==> config.mk <==
export PLATFORM = sky130hd
export DESIGN_NAME = conv1d_engine
export DESIGN_NICKNAME = d
export VERILOG_FILES = /design/src/rtl/conv1d_engine.sv
export SDC_FILE = /design/constraint.sdc
export NUM_CORES = 2
export LEC_CHECK = 0
export BUFFER_PORTS_ARGS = -buffer_cell sky130_fd_sc_hd__buf_2
export CELL_PAD_IN_SITES_DETAIL_PLACEMENT = 0
export CELL_PAD_IN_SITES_GLOBAL_PLACEMENT = 2
export CORE_ASPECT_RATIO = 1.25
export CORE_UTILIZATION = 44
export CTS_CLUSTER_DIAMETER = 40
export DETAILED_ROUTE_END_ITERATION = 16
export GPL_TIMING_DRIVEN = 0
export PLACE_DENSITY_LB_ADDON = 0.1
export SKIP_LAST_GASP = 1
export SLEW_MARGIN = 20
export SYNTH_ARGS = -nofsm -noshare
export SYNTH_HDL_FRONTEND = slang
export SYNTH_SLANG_ARGS = --single-unit
==> constraint.sdc <==
create_clock -name clk -period 24.7 [get_ports clk]
set_clock_uncertainty 0.05 [all_clocks]
set_input_delay 4.94 -clock clk [delete_from_list [all_inputs] [get_ports clk]]
set_output_delay 4.94 -clock clk [all_outputs]
set_load 0.005 [all_outputs]
==> src/rtl/conv1d_engine.sv <==
// conv1d_engine
//   Sequencer/datapath wrapped around a 2^ADDR_W x DATA_W word memory.
//
//   On start, the engine:
//     - loads a KER_LEN-tap kernel;
//     - computes a valid-mode 1-D correlation over IN_LEN input samples;
//     - writes the N_OUT = IN_LEN-KER_LEN+1 results back to memory;
//     - pulses mem_write_all so the memory dumps its contents.
//
//   Ports:
//     clk             rising-edge clock
//     rst             synchronous reset, active-high
//     start           one-cycle request, honoured only in IDLE
//     mem_out         combinational read data, mem[mem_index]
//     mem_index       registered memory address (read and write)
//     mem_write       registered write strobe
//     mem_write_data  registered write data
//     mem_write_all   one-cycle dump pulse
//     busy            high from the cycle after start until DONE exits
//     done            one-cycle pulse, coincident with mem_write_all
//
//   state  | meaning
//   -------+------------------------------------------------------------
//   IDLE   | waiting for start
//   LOAD_K | reading kernel tap j from KER_BASE+j
//   MAC    | accumulating x[i+j]*k[j] for output i
//   WRITE  | mem_write strobe for y[i] at OUT_BASE+i
//   DONE   | mem_write_all/done pulse, then back to IDLE
module conv1d_engine #(
  parameter int DATA_W   = 32,
  parameter int ADDR_W   = 7,
  parameter int IN_BASE  = 0,
  parameter int IN_LEN   = 16,
  parameter int KER_BASE = 16,
  parameter int KER_LEN  = 3,
  parameter int OUT_BASE = 64
) (
  input  logic              clk,
  input  logic              rst,
  input  logic              start,
  input  logic [DATA_W-1:0] mem_out,
  output logic [ADDR_W-1:0] mem_index,
  output logic              mem_write,
  output logic [DATA_W-1:0] mem_write_data,
  output logic              mem_write_all,
  output logic              busy,
  output logic              done
);

  localparam int N_OUT = IN_LEN - KER_LEN + 1;
  localparam int IW    = (IN_LEN > 1) ? $clog2(IN_LEN) : 1;
  localparam logic [2:0]    J_LAST = 3'(KER_LEN - 1);
  localparam logic [IW-1:0] I_LAST = IW'(N_OUT - 1);

  if (KER_LEN < 1 || KER_LEN > 8 || KER_LEN > IN_LEN) begin : g_bad_params
    $error("conv1d_engine: KER_LEN must be in 1..8 and not exceed IN_LEN");
  end

  typedef enum logic [2:0] {
    S_IDLE,
    S_LOAD_K,
    S_MAC,
    S_WRITE,
    S_DONE
  } state_t;

  state_t state_q, state_d;
  logic [2:0]        j_q, j_d;
  logic [IW-1:0]     i_q, i_d;
  logic [DATA_W-1:0] acc_q, acc_d;
  logic [DATA_W-1:0] wdata_d;
  logic [ADDR_W-1:0] idx_d;
  logic [DATA_W-1:0] k_q [8];
  logic [DATA_W-1:0] k_d [8];
  logic [DATA_W-1:0] prod, acc_sum;

  // Low DATA_W bits of a two's-complement product do not depend on operand
  // signedness, so a plain same-width multiply gives the wrapped result.
  assign prod    = mem_out * k_q[j_q];
  assign acc_sum = acc_q + prod;

  always_comb begin
    state_d = state_q;
    j_d     = j_q;
    i_d     = i_q;
    acc_d   = acc_q;
    wdata_d = mem_write_data;
    k_d     = k_q;
    idx_d   = '0;

    case (state_q)
      S_IDLE: begin
        if (start) begin
          state_d = S_LOAD_K;
          j_d     = '0;
        end
      end
      S_LOAD_K: begin
        k_d[j_q] = mem_out;
        if (j_q == J_LAST) begin
          state_d = S_MAC;
          i_d     = '0;
          j_d     = '0;
          acc_d   = '0;
        end else begin
          j_d = j_q + 3'd1;
        end
      end
      S_MAC: begin
        acc_d = acc_sum;
        if (j_q == J_LAST) begin
          state_d = S_WRITE;
          wdata_d = acc_sum;
        end else begin
          j_d = j_q + 3'd1;
        end
      end
      S_WRITE: begin
        if (i_q != I_LAST) begin
          state_d = S_MAC;
          i_d     = i_q + IW'(1);
          j_d     = '0;
          acc_d   = '0;
        end else begin
          state_d = S_DONE;
        end
      end
      S_DONE: state_d = S_IDLE;
      default: state_d = S_IDLE;
    endcase

    // The address is registered, so it is derived from the next state so that
    // it is already valid during the cycle that consumes mem_out.
    case (state_d)
      S_LOAD_K: idx_d = ADDR_W'(KER_BASE) + ADDR_W'(j_d);
      S_MAC:    idx_d = ADDR_W'(IN_BASE) + ADDR_W'(i_d) + ADDR_W'(j_d);
      S_WRITE:  idx_d = ADDR_W'(OUT_BASE) + ADDR_W'(i_d);
      default:  idx_d = '0;
    endcase
  end

  always_ff @(posedge clk) begin
    if (rst) begin
      state_q        <= S_IDLE;
      j_q            <= '0;
      i_q            <= '0;
      acc_q          <= '0;
      mem_index      <= '0;
      mem_write      <= 1'b0;
      mem_write_data <= '0;
      mem_write_all  <= 1'b0;
      busy           <= 1'b0;
      done           <= 1'b0;
      for (int t = 0; t < 8; t++) k_q[t] <= '0;
    end else begin
      state_q        <= state_d;
      j_q            <= j_d;
      i_q            <= i_d;
      acc_q          <= acc_d;
      mem_index      <= idx_d;
      mem_write      <= (state_d == S_WRITE);
      mem_write_data <= wdata_d;
      mem_write_all  <= (state_d == S_DONE);
      busy           <= (state_d != S_IDLE);
      done           <= (state_d == S_DONE);
      k_q            <= k_d;
    end
  end

endmodule
==> flow_summary_export.csv <==
group,metric,value,unit
status,outcome,"completed",
routing,wl_per_cell,27.1,µm
yosys,synthCells,3615,
timing,period_needed,13.68,ns
placed_design,gp_congestion,0.969,
clock_tree,h-tree-depth,2,
routing,postRouteAntennaNets,0,
finish,final_common_cell,"nand2_1",
clock_tree,post_cts_buffers,0,
finish,seqCellArea,0.00679,mm²
global_routing,antenna_found_initial,3,
finish,drive_gt1_frac,0.0690,
routing,drtIter0Drc,1968,
power,p_leak,14.6,nW
clock_tree,cts_tree,"built",
yosys,ys_ff_latch,339,
finish,n_fill_cell,6839,
power,ir_drop,0.000169,V
global_routing,overflow,0,
yosys,synth_edf_count,0,
yosys,netlist_top_cells_area,"fa_1, dfxtp_1, nand2_1, inv_1, ha_1",
placed_design,hpwl,101,mm
clock_tree,cts_resized,0,
finish,final_util,0.495,
timing,period_share,0.554,
yosys,synth_top_area_frac,0.283,
global_routing,track_usage,0.362,
timing,finalMaxSlewViolations,0,
die,start_util,0.446,
die,die_h,299,µm
global_routing,grt_pass1_vias,27300,
finish,area_growth,10.9,%
die,die_w,240,µm
die,ios,78,
power,power.density,96.6,mW/mm²
die,row_count,108,
timing,hold_viol,0,
clock_tree,path_clk_slew,0.06,ns
worst_hold_path,hold_class,"flip-flop to flip-flop",
yosys,avgSynthCellArea,8.60,µm²
yosys,ys_types,84,
global_routing,grt_pass1_wl,184,mm
routing,via_per_inst,5.53,
yosys,synthArstFlopShare,0,
yosys,synth_top_area_cell,"fa_1",
worst_setup_path,endpoint_kind,"flip-flop",
finish,multiInputGateArea,0.0213,mm²
clock_tree,clock-sinks,339,
die,die_area,0.0717,mm²
yosys,ys_dominant_reg_cell,"dfxtp_1",
worst_setup_path,path_class,"primary input to flip-flop",
die,core-area,0.0696,mm²
clock_tree,postCtsHoldBufs,0,
timing,tns,0,ns
routing,vias,26100,
clock_tree,cts_buffer_depth,3,
finish,final_cell_mix,"nand2_1, inv_1, fa_1, dfxtp_1, a21oi_1",
worst_setup_path,startpoint_type,"primary input",
routing,wl,128,mm
global_routing,grt_max_degree,15,
clock_tree,clk_latency,0.63,ns
job,drv_cap,0,
timing,rsz0062_at_grt,"no",
yosys,synthesis.area,0.0311,mm²
timing,slew_headroom,0.206,
placed_design,port_buffers,66,
timing,worst_slew_pin_slew,1.19,ns
worst_setup_path,worstPathArrival,14.10,ns
finish,fin_nets,4344,
clock_tree,cts-root-buf,"clkbuf_16",
routing,route.detailed.drc,0,
yosys,synthesis.nets,4221,
routing,firstDrtPassIters,6,
yosys,ys_warn_count,0,
worst_setup_path,cp.required,25.12,ns
timing,fmax,73.1,MHz
clock_tree,cts_inserted_buffers,53,
placed_design,dp_slack,10.52,ns
worst_setup_path,cp_max_fo,10,
timing,finalSetupViolations,0,
timing,fin_ws,11.02,ns
yosys,ys_seq_area_frac,0.218,
[metal layers]
metal,share of wire,vias to the layer above,GRT usage,wire length [µm]
met5,0,-,0,0
met4,0.071,0,0.228,9050
met3,0.053,330,0.0379,6810
met2,0.50,1102,0.637,64400
met1,0.37,13200,0.418,47600
li1,-,11500,-,-
[worst max-delay path: stages]
cell       delay (ns)
buf_2            0.16
clkbuf_1         0.83
clkbuf_1         0.77
nand2_1          0.18
fa_1             0.46
inv_1            0.07
fa_1             0.43
fa_1             0.52
inv_1            0.05
fa_1             0.47
inv_1            0.05
fa_1             0.49
fa_1             0.59
fa_1             0.46
fa_1             0.54
ha_1             0.32
clkbuf_1         0.38
a21oi_1          0.12
nor2_1           0.18
o21ai_0          0.22
o41ai_1          0.96
a211oi_1         0.21
xnor2_1          0.39
a2bb2oi_1        0.23
nor2_1           0.05
[power breakdown]
group          leakage [nW]  internal [mW]  switching [mW]
Combinational          11.0          0.712            1.26
Sequential             2.74          0.555         0.00506
Clock                 0.877          0.494           0.301
Total                  14.6           1.76            1.57
[final cells by class]
| type | count | share of cell area |
|---|---|---|
| multi-input cells | 2527 | 0.619 |
| repair buffers | 68 | 0.00995 |
| diodes | 2 | 0.000145 |
| plain buffers | 255 | 0.0320 |
| inverters | 494 | 0.0538 |
| clock inverters | 36 | 0.0138 |
| clock buffers | 63 | 0.0404 |
| flip-flops and latches | 339 | 0.197 |
| well taps | 935 | 0.0339 |
[Yosys cell counts, drive strengths merged, types with 3 or more instances]
master	instances
xnor3	4
nand3	24
nand4b	6
o22ai	5
nor3b	3
a311oi	4
mux2i	14
xnor2	63
o22a	4
a21o	11
a22oi	33
mux2	24
nand2	818
a221o	8
mux4	30
inv	493
ha	132
o21ai	29
nor3	12
o21bai	9
a221oi	26
dfxtp	339
and3	4
nand2b	49
nand3b	8
nor2	72
buf	31
clkbuf	224
nand4	3
or4	6
a21oi	326
and2	173
nor2b	118
fa	439
a211oi	4
or3b	4
a311o	3
xor2	15
and2b	18
[cells by family after synthesis]
| logic type | synth area share |
|---|---|
| AND/OR/NAND/NOR | 0.196 |
| buffers and inverters | 0.0952 |
| adder cells (fa/ha/maj) | 0.336 |
| AO/OA/AOI/OAI | 0.0933 |
| flip-flops | 0.218 |
| XOR/XNOR | 0.0254 |
| multiplexers | 0.0359 |
| other | 0.000121 |
[state kept, by name (all words and copies together), names as in the netlist]
name	count
k_q	256
acc_q	32
mem_write_data	32
mem_index	6
i_q	4
j_q	3
state_q	3
busy	1
done	1
mem_write	1
[final timing paths]
kind                                   from        end  slack, ns  cells after the start
worst max-delay path            mem_out[10]  acc_q[31]      11.02                     25
worst min-delay path               k_q[102]   k_q[102]       0.40                      2
worst max register to register       j_q[1]  acc_q[31]      13.33                     34
worst min register to register     k_q[102]   k_q[102]       0.40                      2
[metrics by stage]
| step | std cells | power, mW | instance area [µm²] | hold slack [ns] |
|---|---|---|---|---|
| final | 4719 | 3.33 | 34500 | 0.403 |
| after global routing | 4718 | 3.51 | 34500 | 0.414 |
| after CTS | 4717 | 3.34 | 34500 | 0.403 |
| after detailed placement | 4618 | 2.54 | 32600 | 0.395 |
| after global placement | 4616 | 2.53 | 32600 | 0.388 |
| after floorplan | 3615 | 1.77 | 31100 | 0.381 |
Note: power is estimated with default switching activity, not from simulation.
